==> src/rtl/mbinit_repairclk_tx.sv <==
// rtl/mbinit_repairclk_tx.sv - MBINIT.REPAIRCLK initiator sideband handshake FSM
module mbinit_repairclk_tx #(
    parameter int SB_MSG_Width   = 4,
    parameter int TIMEOUT_CYCLES = 1024,
    parameter int TIMEOUT_W      = 11
) (
    input  logic                    i_clk,
    input  logic                    i_rst_n,
    input  logic                    i_mbinit_repairclk_en,
    input  logic                    i_sb_busy,
    input  logic                    i_falling_edge_busy,
    input  logic [SB_MSG_Width-1:0] i_decoded_sb_msg,
    input  logic                    i_sb_valid,
    input  logic [2:0]              i_msg_info,
    input  logic                    i_pattern_done,
    output logic [SB_MSG_Width-1:0] o_encoded_sb_msg,
    output logic                    o_msg_valid,
    output logic                    o_pattern_en,
    output logic [2:0]              o_results,
    output logic                    o_tx_end,
    output logic                    o_repair_fail,
    output logic                    o_timeout
);

    localparam logic [SB_MSG_Width-1:0] MSG_INIT_REQ    = SB_MSG_Width'(1);
    localparam logic [SB_MSG_Width-1:0] MSG_INIT_RESP   = SB_MSG_Width'(2);
    localparam logic [SB_MSG_Width-1:0] MSG_RESULT_REQ  = SB_MSG_Width'(3);
    localparam logic [SB_MSG_Width-1:0] MSG_RESULT_RESP = SB_MSG_Width'(4);
    localparam logic [SB_MSG_Width-1:0] MSG_DONE_REQ    = SB_MSG_Width'(5);
    localparam logic [SB_MSG_Width-1:0] MSG_DONE_RESP   = SB_MSG_Width'(6);

    localparam logic [TIMEOUT_W-1:0] CNT_LAST = TIMEOUT_W'(TIMEOUT_CYCLES - 1);

    typedef enum logic [3:0] {
        IDLE,
        CHECK_BUSY_INIT,
        SEND_INIT_REQ,
        WAIT_INIT_RESP,
        SEND_PATTERN,
        CHECK_BUSY_RES,
        SEND_RES_REQ,
        WAIT_RES_RESP,
        CHECK_BUSY_DONE,
        SEND_DONE_REQ,
        WAIT_DONE_RESP,
        TX_END,
        ERROR
    } state_t;

    state_t                  cs, ns;
    logic [TIMEOUT_W-1:0]    cnt, cnt_n;
    logic [SB_MSG_Width-1:0] msg_n;
    logic                    valid_n, pat_n, end_n, rfail_n, tout_n;
    logic [2:0]              res_n;
    logic                    cnt_done;

    assign cnt_done = (cnt == CNT_LAST);

    // State, counter and registered outputs
    always_ff @(posedge i_clk or negedge i_rst_n) begin
        if (!i_rst_n) begin
            cs               <= IDLE;
            cnt              <= '0;
            o_encoded_sb_msg <= '0;
            o_msg_valid      <= 1'b0;
            o_pattern_en     <= 1'b0;
            o_results        <= 3'b000;
            o_tx_end         <= 1'b0;
            o_repair_fail    <= 1'b0;
            o_timeout        <= 1'b0;
        end else begin
            cs               <= ns;
            cnt              <= cnt_n;
            o_encoded_sb_msg <= msg_n;
            o_msg_valid      <= valid_n;
            o_pattern_en     <= pat_n;
            o_results        <= res_n;
            o_tx_end         <= end_n;
            o_repair_fail    <= rfail_n;
            o_timeout        <= tout_n;
        end
    end

    // Next state, response timeout and output decode from the next state
    always_comb begin
        ns      = cs;
        cnt_n   = '0;
        msg_n   = '0;
        valid_n = 1'b0;
        pat_n   = 1'b0;
        res_n   = o_results;
        end_n   = 1'b0;
        rfail_n = 1'b0;
        tout_n  = 1'b0;

        if (!i_mbinit_repairclk_en) begin
            ns    = IDLE;
            res_n = 3'b000;
        end else begin
            case (cs)
                IDLE:            ns = CHECK_BUSY_INIT;
                CHECK_BUSY_INIT: if (!i_sb_busy) ns = SEND_INIT_REQ;
                SEND_INIT_REQ:   if (i_falling_edge_busy) ns = WAIT_INIT_RESP;
                WAIT_INIT_RESP: begin
                    if (i_sb_valid && i_decoded_sb_msg == MSG_INIT_RESP) begin
                        ns = SEND_PATTERN;
                    end else if (cnt_done) begin
                        ns     = ERROR;
                        tout_n = 1'b1;
                    end
                end
                SEND_PATTERN:    if (i_pattern_done) ns = CHECK_BUSY_RES;
                CHECK_BUSY_RES:  if (!i_sb_busy) ns = SEND_RES_REQ;
                SEND_RES_REQ:    if (i_falling_edge_busy) ns = WAIT_RES_RESP;
                WAIT_RES_RESP: begin
                    if (i_sb_valid && i_decoded_sb_msg == MSG_RESULT_RESP) begin
                        res_n = i_msg_info;
                        if (i_msg_info == 3'b111) begin
                            ns = CHECK_BUSY_DONE;
                        end else begin
                            ns      = ERROR;
                            rfail_n = 1'b1;
                        end
                    end else if (cnt_done) begin
                        ns     = ERROR;
                        tout_n = 1'b1;
                    end
                end
                CHECK_BUSY_DONE: if (!i_sb_busy) ns = SEND_DONE_REQ;
                SEND_DONE_REQ:   if (i_falling_edge_busy) ns = WAIT_DONE_RESP;
                WAIT_DONE_RESP: begin
                    if (i_sb_valid && i_decoded_sb_msg == MSG_DONE_RESP) begin
                        ns = TX_END;
                    end else if (cnt_done) begin
                        ns     = ERROR;
                        tout_n = 1'b1;
                    end
                end
                TX_END:          ns = TX_END;
                ERROR: begin
                    // Cause flags were set on entry and stay until enable drops
                    ns      = ERROR;
                    rfail_n = o_repair_fail;
                    tout_n  = o_timeout;
                end
                default:         ns = IDLE;
            endcase

            // Counter runs only while parked in a WAIT_* state
            if (ns == cs && (cs == WAIT_INIT_RESP || cs == WAIT_RES_RESP ||
                             cs == WAIT_DONE_RESP)) begin
                cnt_n = cnt + 1'b1;
            end

            case (ns)
                SEND_INIT_REQ: begin
                    valid_n = 1'b1;
                    msg_n   = MSG_INIT_REQ;
                end
                SEND_RES_REQ: begin
                    valid_n = 1'b1;
                    msg_n   = MSG_RESULT_REQ;
                end
                SEND_DONE_REQ: begin
                    valid_n = 1'b1;
                    msg_n   = MSG_DONE_REQ;
                end
                SEND_PATTERN: pat_n = 1'b1;
                TX_END:       end_n = 1'b1;
                default:      ;
            endcase
        end
    end

endmodule

==> config.mk <==
export PLATFORM = sky130hd
export DESIGN_NAME = mbinit_repairclk_tx
export DESIGN_NICKNAME = d
export VERILOG_FILES = /design/src/rtl/mbinit_repairclk_tx.sv
export SDC_FILE = /design/constraint.sdc
export NUM_CORES = 1
export LEC_CHECK = 0
export ABC_AREA = 1
export BUFFER_PORTS_ARGS = -buffer_cell sky130_fd_sc_hd__buf_2
export CAP_MARGIN = 5
export CORE_ASPECT_RATIO = 1.4
export CORE_UTILIZATION = 40
export DETAILED_ROUTE_END_ITERATION = 10
export PLACE_DENSITY = 0.65
export RECOVER_POWER = 50
export SLEW_MARGIN = 20
export SYNTH_ARGS = -nofsm -noshare
export SYNTH_HDL_FRONTEND = slang
export SYNTH_SLANG_ARGS = --single-unit
==> constraint.sdc <==
create_clock -name i_clk -period 4.4 [get_ports i_clk]
set_clock_uncertainty 0.2 [all_clocks]
set_input_delay 0.22 -clock i_clk [delete_from_list [all_inputs] [get_ports i_clk]]
set_output_delay 0.22 -clock i_clk [all_outputs]
set_load 0.02 [all_outputs]
==> results of run 1 <==
[placed cells by master (no fill, tap or decap), drive strengths merged]
cell,count
nand2,53
nor2,37
nand3,35
inv,32
dfrtp,25
buf,18
nor3,14
clkbuf,9
o21ai,6
a21oi,3
dlygate4sd3,3
clkinv,2
o211ai,1
o2111ai,1
a31oi,1
o21bai,1
xor2,1
nand3b,1
or2,1
nand4,1
o31ai,1
ha,1
conb,1
[area by class of cell]
class | instances | area [um2]
inverter | 33 | 123.9
clock buffer | 3 | 41.29
tap | 42 | 52.55
clock inverter | 1 | 5.005
sequential | 25 | 625.6
fill | 398 | 1942
multi-input combinational | 159 | 808.3
timing repair buffer | 27 | 142.6
[power by group through the flow]
stage          combinational, W  clock [W]  sequential [W]
6_report              0.0000763   0.000135        0.000237
5_1_grt               0.0000885   0.000149        0.000237
3_3_place_gp          0.0000751          0        0.000241
2_1_floorplan         0.0000573          0        0.000242
4_1_cts               0.0000783   0.000141        0.000237
3_5_place_dp          0.0000755          0        0.000241
[metal layers]
metal,track usage,up-vias,routed length [um]
li1,-,757,-
met1,0.1914,692,1392
met2,0.3361,22,1865
met3,0.01180,6,62
met4,0.09250,0,72
met5,0,-,0
[final timing paths]
kind	start	endpoint	slack, ns	depth (start not counted)
worst max register to register	cnt[0]$_DFF_PN0_	cnt[8]$_DFF_PN0_	2.05	10
max in group asynchronous	i_rst_n	cnt[2]$_DFF_PN0_	2.63	2
worst min register to register	o_results[0]$_DFFE_PN0P_	o_results[0]$_DFFE_PN0P_	0.28	2
worst min-delay path	i_msg_info[2]	o_results[2]$_DFFE_PN0P_	0.02	3
worst max-delay path	cnt[0]$_DFF_PN0_	cnt[8]$_DFF_PN0_	2.05	10
min in group asynchronous	i_rst_n	cnt[8]$_DFF_PN0_	0.57	2
[registers in the layout, indices dropped and copies added, names as in the netlist]
signal and cells:
cs 4, o_timeout 1, o_encoded_sb_msg 3, o_results 3, o_pattern_en 1, o_repair_fail 1
cnt 11, o_tx_end 1
[worst reg2reg max path, delay by kind of cell, from the launching register on]
family	cells	cell delay (ns)
AND/OR/NAND/NOR	8	1.35
flip-flops	1	0.40
adder cells (fa/ha/maj)	1	0.22
buffers and inverters	1	0.09
[stage by stage]
step                      hold WS, ns  std cells
after floorplan               -0.2756        223
after detailed placement      0.05897        283
final                         0.02365        290
after CTS                     0.01852        290
after global placement        0.04473        283
after global routing          0.02632        290
[timing repair]
action | in CTS | in global routing
setup buffers | 0 | 0
hold endpoints to repair | 27 | 0
hold buffers | 3 | 0
[cell families after synthesis]
group           share of synthesized area
xor+xnor                         0.005478
flops                              0.3912
fa+ha+maj                        0.007823
compound gates                    0.05165
other cells                      0.002345
buf+inv                            0.1033
simple gates                       0.4382
==> results.md, run 1 <==
* Outcome: finished, final reports clean
* WP buf/inv at 1
* Worst slew pin tran at 1.351 ns
* Power Density at 248.9 mW/mm2
* Synth top area cells: dfrtp_1, nand2_1, nand3_1
* Sw frac at 0.2913
* GRT Resource Usage Total at 0.1771
* Post-synth top flop: dfrtp_1
* Largest net degree at the start of global routing at 26
* Wire per inst at 11.70 um
* # resized after CTS at 0
* Int Power at 0.0003174 W
* Final TNS setup at 0 ns
* Ratio of cells with drive above 1 in the final layout at 0.2016
* Die height at 76.81 um
* Final Max Tran Viols at 0
* Largest delay share family, worst path: simple AND/OR/NAND/NOR gates
* Yosys top cell area share at 0.3912
* Clk Latency, worst-skew pair at 0.27 ns
* DP Area at 0.001730 mm2
* Sequential element share of the synthesized area at 0.3912
* H-tree depth at 1
* Port Buf Inserts at 24
* Initial antenna violation count at 0
* Most used cell, CP: nand3_1
* Std-Cell Rows at 26
* Critical path class: flip-flop to flip-flop
* Total power at 0.0004478 W
* Routed via count at 1477
* Worst-path fanout max at 11
* RSZ-0062 raised after global routing: no
* Final hold vios at 0
* Setup Viol. Count Final at 0
* Hold Crit Class: input pin to flip-flop
* Total grt overflow at 0
* CTS Sinks at 25
* CP peak stage delay at 0.45 ns
* Synthesized Nets at 238
* CP Launch Type: flip-flop
* Count leader, synth: nand2_1
* Top post-synthesis cells by count: nand2_1, nand3_1, nor2_1
* First-pass GRT wire length at 6.127 mm
* Crit path required time at 4.39 ns
* Fmax at 425.6 MHz
* Clk buf depth at 2
* DRC at 0
* Post-DR vias/cell at 5.093
* CP Cell Sequence: ha_1 > nand3_1 > inv_1 > nand3_1 > nand2_1 > nand2_2 > nand2_2 > nand2_1 > nand3_1 > nor3_2
* Yosys warnings at 0
* Synth async-reset ratio at 1.000
* Area leader, netlist: dfrtp_1
* EDFF count, synth at 0
* Leakage at 0.9483 nW
* Final period utilization at 0.5340
* CP Capture Type: flip-flop
* Relative slew slack at 0.09932
* Unique cell type count in the Yosys netlist at 29
* Area Overhead vs Synth at 12.52%
* Max VDD drop at 141.9 uV
* Pre-CTS setup slack at 2.070 ns
* Post-Syn Area at 0.001599 mm2
* Fin nets at 264
* Seq pwr share at 0.528
* Combinational Power Share at 0.170
* Crit path time final at 2.350 ns
* Arr. time, crit path at 2.34 ns
* Switching power at 0.0001304 W
* Routed Antenna Nets at 0
* Max Cap Viol at 0
* Synth Register Bits at 25
* Final Wtd Congestion at 0.8090
* DRT Pass-1 Iters at 4
* Total Wirelength at 3.393 mm
* Final instance area at 0.001799 mm2
* Initial Util at 0.4274
* IO Pins at 26
* Synth Instances at 223
* Core footprint at 0.003741 mm2
* Mean post-synth cell area at 7.171 um2
* Clock root cell: clkbuf_8
* Die W at 55.44 um
* Util after Layout at 0.4809
* Final worst setup slack at 2.050 ns
* CP max stage cell: nand3_1
* CTS tree: built
* Clock power share at 0.301
* Number of diodes at 0
* HPWL after DPL at 2.626 mm
* Vias in the first global route at 1456
* Area of the die at 0.004258 mm2
* Initial drt markers at 20
* CTS clk-pin slew, worst paths at 0.09 ns
* Cts bufs inserted at 3
No activity file was read; power rests on OpenSTA's default activity.
==> inputs of run 2 (changes only) <==
--- a/config.mk
+++ b/config.mk
@@ -5,13 +5,13 @@
 export SDC_FILE = /design/constraint.sdc
 export NUM_CORES = 1
 export LEC_CHECK = 0
-export ABC_AREA = 1
+export ABC_AREA = 0
 export BUFFER_PORTS_ARGS = -buffer_cell sky130_fd_sc_hd__buf_2
 export CAP_MARGIN = 5
 export CORE_ASPECT_RATIO = 1.4
 export CORE_UTILIZATION = 40
 export DETAILED_ROUTE_END_ITERATION = 10
-export PLACE_DENSITY = 0.65
+export PLACE_DENSITY = 0.67
 export RECOVER_POWER = 50
 export SLEW_MARGIN = 20
 export SYNTH_ARGS = -nofsm -noshare
==> constraint.sdc (replaced) <==
create_clock -name i_clk -period 2.1 [get_ports i_clk]
set_clock_uncertainty 0.2 [all_clocks]
set_input_delay 0.105 -clock i_clk [delete_from_list [all_inputs] [get_ports i_clk]]
set_output_delay 0.105 -clock i_clk [all_outputs]
set_load 0.02 [all_outputs]
==> run 2 against run 1 <==
Compared with the run above: maximum frequency is 14% higher; hold slack better by 0.22 ns; final cell count is 10% lower; critical path depth is 5 lower; first-iteration DRC count grew to 4.3 times the previous value; synthesized area hardly changed; clock-buffer cell count stayed put; core utilization is 8.6 points higher; sequential share of layout area is 5.0 points lower; wire length is 22% higher; critical endpoint is now cnt[6]$_DFF_PN0_.
==> results.md, run 2 <==
* Number of flip-flops under the largest register name at 11
* Synth async-reset ratio at 1.000
* Unique cell type count in the Yosys netlist at 49
* Area leader, netlist: dfrtp_1
* Regs by FF count: cnt x11, cs x4
* Top post-synthesis cells by count: dfrtp_1, nand2_1, nand3_1
* Crit path capture: cnt[6]$_DFF_PN0_
* Area of the die at 0.004261 mm2
* CTS Sinks at 25
* Final Wtd Congestion at 0.9227
* Power Density at 474.1 mW/mm2
* Synth Register Bits at 25
* Wire per inst at 15.86 um
* Largest delay share family, worst path: simple AND/OR/NAND/NOR gates
* Start of the worst register-to-register path: cs[2]$_DFF_PN0_
* Leakage at 0.9021 nW
* Routed via count at 1522
* Most frequent cells in the layout: buf_4, buf_2, dfrtp_1
* Fmax at 483.5 MHz
* Routed length on met3 at 101 um
* Setup Viol. Count Final at 0
* CTS tree: built
* Clk Latency, worst-skew pair at 0.28 ns
* Core footprint at 0.003741 mm2
* IO Pins at 26
* Synth Instances at 170
* Final hold vios at 0
* CP Capture Type: flip-flop
* Max Cap Viol at 0
* EDFF count, synth at 0
* Synthesized Nets at 185
* Util after Layout at 0.5666
* Die W at 55.46 um
* Count leader, synth: dfrtp_1
* Arr. time, crit path at 2.05 ns
* Crit path required time at 2.08 ns
* WP buf/inv at 0
* Relative slew slack at 0.09138
* Number of diodes at 0
* Critical path class: flip-flop to flip-flop
* GRT Resource Usage Total at 0.2020
* Max VDD drop at 328.5 uV
* Most common cell after layout, fill and taps aside: buf_4
* Fillers at 319
* Sequential element share of the synthesized area at 0.3909
* Area Overhead vs Synth at 32.45%
* Clk buf depth at 2
* Largest net degree at the start of global routing at 26
* Initial Util at 0.4278
* Post-Syn Area at 0.001600 mm2
* Routed Antenna Nets at 0
* Post-synth top flop: dfrtp_1
* Ratio of cells with drive above 1 in the final layout at 0.3853
* CP Depth at 5
* Worst reg2reg setup slack at 0.03 ns
* Post-DR vias/cell at 5.854
* CP max stage cell: or4_1
* Hold Crit Class: input pin to flip-flop
* Total grt overflow at 0
* Worst-path fanout max at 6
* Total Wirelength at 4.123 mm
* Final period utilization at 0.9850
* CP Launch Point: cs[2]$_DFF_PN0_
* Synth top area cells: dfrtp_1, nor4_2, nand3_1
* Reg2reg end: cnt[6]$_DFF_PN0_
* CP peak stage delay at 0.47 ns
* Worst slew pin tran at 1.363 ns
* CP Launch Type: flip-flop
* Final Max Tran Viols at 0
* Cts bufs inserted at 3
* H-tree depth at 1
* DRT Pass-1 Iters at 4
* Worst reg-to-reg path cell count at 5
* Yosys top cell area share at 0.3909
* Met1 wire length at 1.658 mm
* Initial drt markers at 85
* RSZ-0062 raised after global routing: yes
* Metal2 WL at 2.263 mm
* Reg with most FFs: cnt
* Mean post-synth cell area at 9.413 um2
* Top Metal Used: met4
* Fin nets at 234
* Clock root cell: clkbuf_8
* CTS clk-pin slew, worst paths at 0.09 ns
* Die height at 76.84 um
* CP Cell Sequence: nor3b_1 > or4_1 > o211a_2 > and3_4 > nor4_4
* Initial antenna violation count at 0
* Port Buf Inserts at 24
* Std-Cell Rows at 26
* HPWL after DPL at 2.866 mm
* Vias in the first global route at 1499
* Total power at 0.001005 W
* WHS at 0.2400 ns
* First-pass GRT wire length at 6.879 mm
* Crit path time final at 2.068 ns
* DRC at 0
* Outcome: finished, final reports clean
* Yosys warnings at 0
-- run 2: cell type report --
type / instances / area (um2) / area share
inverters: 4 / 15.01 / 0.007084
clock inverters: 1 / 5.005 / 0.002361
well taps: 42 / 52.55 / 0.02479
multi-input cells: 130 / 1008 / 0.4758
clock buffers: 3 / 41.29 / 0.01948
repair buffers: 55 / 366.6 / 0.1730
flip-flops and latches: 25 / 630.6 / 0.2975
-- run 2: worst min path at each step --
| stage | from | to | slack, ns | cells past startpoint |
|---|---|---|---|---|
| after floorplan | i_rst_n | cnt[0]$_DFF_PN0_ | -0.39 | 0 |
| after global placement | i_rst_n | o_pattern_en$_DFF_PN0_ | -0.08 | 1 |
| after detailed placement | i_rst_n | cnt[5]$_DFF_PN0_ | -0.07 | 1 |
| after CTS | i_rst_n | cnt[5]$_DFF_PN0_ | 0.17 | 2 |
| after global routing | i_falling_edge_busy | o_pattern_en$_DFF_PN0_ | 0.31 | 6 |
| final | i_decoded_sb_msg[1] | o_timeout$_DFFE_PN0P_ | 0.24 | 5 |
-- run 2: metal layers --
layer	up-vias	GRT usage
li1	722	-
met1	750	0.2403
met2	39	0.3554
met3	11	0.02867
met4	0	0.09000
met5	-	0
-- run 2: worst reg2reg max path, cell delays in order, from the launching register on --
cell     delay [ns]
dfrtp_2        0.46
nor3b_1        0.15
or4_1          0.47
o211a_2        0.17
and3_4         0.24
nor4_4         0.29
-- run 2: kinds of logic after synthesis --
logic type / synth area share
simple gates: 0.3651
compound gates: 0.1345
flops: 0.3909
buf+inv: 0.05550
xor+xnor: 0.04379
fa+ha+maj: 0.007817
other cells: 0.002343
-- run 2: timing repair --
item | 4_1_cts | 5_1_grt
pin swaps | 1 | 2
hold buffers | 5 | 0
hold endpoints to repair | 32 | 0
cloned | 1 | 0
buffers inserted | 0 | 4
resized for setup | 5 | 16
setup endpoints to repair | 13 | 14
-- run 2: power by group --
| part | internal (W) | switching, W | leakage, nW | total [W] |
|---|---|---|---|---|
| combinational | 0.0000886 | 0.000128 | 0.536 | 0.000216 |
| sequential | 0.000488 | 0.0000124 | 0.341 | 0.000500 |
| clock | 0.000133 | 0.000156 | 0.0255 | 0.000289 |
-- run 2: through the flow --
| step | TNS (ns) | cells | worst slack (ns) | instance area [um2] |
|---|---|---|---|---|
| finish | 0 | 260 | 0.03158 | 2120 |
| global route | -0.2418 | 260 | -0.05577 | 2120 |
| CTS | 0 | 256 | 0.004190 | 1988 |
| detailed placement | -0.5759 | 246 | -0.1047 | 1869 |
| global placement | 0 | 246 | 0.03616 | 1869 |
| floorplan | 0 | 170 | 0.00006828 | 1605 |
==> inputs of run 3 (changes only) <==
==> constraint.sdc (replaced) <==
create_clock -name i_clk -period 2.1 [get_ports i_clk]
set_clock_uncertainty 0.2 [all_clocks]
set_input_delay 0.105 -clock i_clk [delete_from_list [all_inputs] [get_ports i_clk]]
set_output_delay 0.105 -clock i_clk [all_outputs]
set_load 0.005 [all_outputs]
==> run 3 against run 2 <==
Compared with the run above: via count unchanged; design area about the same; setup slack about the same; maximum frequency barely moved; register-to-register slack is essentially flat; critical path depth did not move; sequential power hardly changed; combinational power down 2%; final cell count stayed put; die area did not move; total power fell by 0.37%; wire length about the same; highest routed layer unchanged.
==> results.md, run 3 (synthesized netlist as in run 2, its figures left out) <==
* CTS tree: built
* Final Max Tran Viols at 0
* Power Density at 472.0 mW/mm2
* CP Depth at 5
* Area of the die at 0.004261 mm2
* Clk buf depth at 2
* Routed via count at 1522
* Die W at 55.46 um
* Routed Antenna Nets at 0
* Wire per inst at 15.85 um
* CP Cell Sequence: nor3b_1 > or4_1 > o211a_2 > and3_4 > nor4_4
* Worst slew pin tran at 1.362 ns
* DRT Pass-1 Iters at 4
* Worst-path fanout max at 6
* Int Power at 0.0007091 W
* Final period utilization at 0.9850
* Clock root cell: clkbuf_8
* Reg with most FFs: cnt
* Ratio of cells with drive above 1 in the final layout at 0.3899
* Core footprint at 0.003741 mm2
* Final hold vios at 0
* Largest net degree at the start of global routing at 26
* Die height at 76.84 um
* Placed cell count at 246
* Initial drt markers at 85
* Std-Cell Rows at 26
* CTS Sinks at 25
* Max Cap Viol at 0
* H-tree depth at 1
* Total grt overflow at 0
* Number of diodes at 0
* Outcome: finished, final reports clean
* WP buf/inv at 0
* Initial Util at 0.4278
* Worst reg-to-reg path cell count at 5
* HPWL after DPL at 2.866 mm
* Seq pwr share at 0.499
* Start of the worst register-to-register path: cs[2]$_DFF_PN0_
* Reg2reg end: cnt[6]$_DFF_PN0_
* Clk Latency, worst-skew pair at 0.28 ns
* Fmax at 483.5 MHz
* Crit path time final at 2.068 ns
* Layout Cells excl Fill at 260
* GRT Resource Usage Total at 0.2020
* Setup Viol. Count Final at 0
* Fin nets at 234
* DRC at 0
* Post-DR vias/cell at 5.854
* CP peak stage delay at 0.47 ns
* CP max stage cell: or4_1
* Relative slew slack at 0.09177
* Critical path class: flip-flop to flip-flop
* Combinational Power Share at 0.212
* CP Launch Type: flip-flop
* Largest delay share family, worst path: simple AND/OR/NAND/NOR gates
* Crit path capture: cnt[6]$_DFF_PN0_
* Number of flip-flops under the largest register name at 11
* Sw frac at 0.2916
* Most frequent cells in the layout: buf_4, buf_2, dfrtp_1
* Total power at 0.001001 W
* Area Overhead vs Synth at 32.53%
* Max VDD drop at 328.5 uV
* Vias in the first global route at 1499
* Switching power at 0.0002919 W
* Clock power share at 0.288
* Most common cell after layout, fill and taps aside: buf_4
* Final Wtd Congestion at 0.9227
* CP Capture Type: flip-flop
* CP Launch Point: cs[2]$_DFF_PN0_
* Regs by FF count: cnt x11, cs x4
* Crit path required time at 2.08 ns
* Arr. time, crit path at 2.05 ns
* IO Pins at 26
* RSZ-0062 raised after global routing: yes
* Cts bufs inserted at 3
* Leakage at 0.9065 nW
* Initial antenna violation count at 0
* Total Wirelength at 4.122 mm
* Worst reg2reg setup slack at 0.03 ns
* Hold Crit Class: input pin to flip-flop
* Final TNS setup at 0 ns
* CTS clk-pin slew, worst paths at 0.09 ns
* First-pass GRT wire length at 6.879 mm
* Port Buf Inserts at 24
==> run 3: cell count changes in the layout (fill, tap and decap cells not counted), sizes merged <==
cell | previous run | this run
buf | 48 | 49
clkbuf | 5 | 4
==> run 3: stage by stage <==
step | utilization | setup WS, ns | hold slack [ns] | area (um2)
2_1_floorplan | - | 0.00006828 | -0.3906 | 1605
3_3_place_gp | 0.4997 | 0.03616 | -0.07998 | 1869
4_1_cts | 0.5314 | 0.004190 | 0.1704 | 1988
5_1_grt | 0.5669 | -0.05577 | 0.3075 | 2121
3_5_place_dp | 0.4997 | -0.1047 | -0.06986 | 1869
6_report | 0.5669 | 0.03159 | 0.2400 | 2121
==> run 3: layer usage <==
layer  track usage  part of all wire  up-vias
met2        0.3554              0.55       39
met5             0                 0        -
met4       0.09000             0.024        0
li1              -                 -      722
met1        0.2403              0.40      750
met3       0.02867             0.025       11
==> run 3: worst register-to-register path, stage by stage, from the launching register on <==
cell and delay (ns):
dfrtp_2 0.46, nor3b_1 0.15, or4_1 0.47, o211a_2 0.17, and3_4 0.24, nor4_4 0.29
==> run 3: layout make-up <==
cell class / instances / area [um2]
Sequential cell: 25 / 630.6
Fill cell: 318 / 1620
Multi-Input combinational cell: 130 / 1008
Clock inverter: 1 / 5.005
Tap cell: 42 / 52.55
Timing Repair Buffer: 55 / 367.9
Inverter: 4 / 15.01
Clock buffer: 3 / 41.29
==> run 3: worst min-delay path by stage <==
stage	startpoint	to	slack, ns	depth (start not counted)
after floorplan	i_rst_n	cnt[0]$_DFF_PN0_	-0.39	0
after global placement	i_rst_n	o_pattern_en$_DFF_PN0_	-0.08	1
after detailed placement	i_rst_n	cnt[5]$_DFF_PN0_	-0.07	1
after CTS	i_rst_n	cnt[5]$_DFF_PN0_	0.17	2
after global routing	i_falling_edge_busy	o_pattern_en$_DFF_PN0_	0.31	6
final	i_decoded_sb_msg[1]	o_timeout$_DFFE_PN0P_	0.24	5
==> run 3: power by group through the flow <==
stage	Combinational, W	Sequential (W)	Clock (W)
finish	0.000212	0.000500	0.000289
global route	0.000231	0.000502	0.000317
CTS	0.000187	0.000499	0.000290
detailed placement	0.000174	0.000508	0
global placement	0.000168	0.000507	0
floorplan	0.000110	0.000502	0
==> run 3: what timing repair did <==
item                                    CTS  global route
pin swaps                                 1             2
gates cloned                              1             0
endpoints found under the hold margin    32             0
buffers inserted                          0             4
resized for setup                         5            16
endpoints found under the setup margin   13            14
hold buffers                              5             0
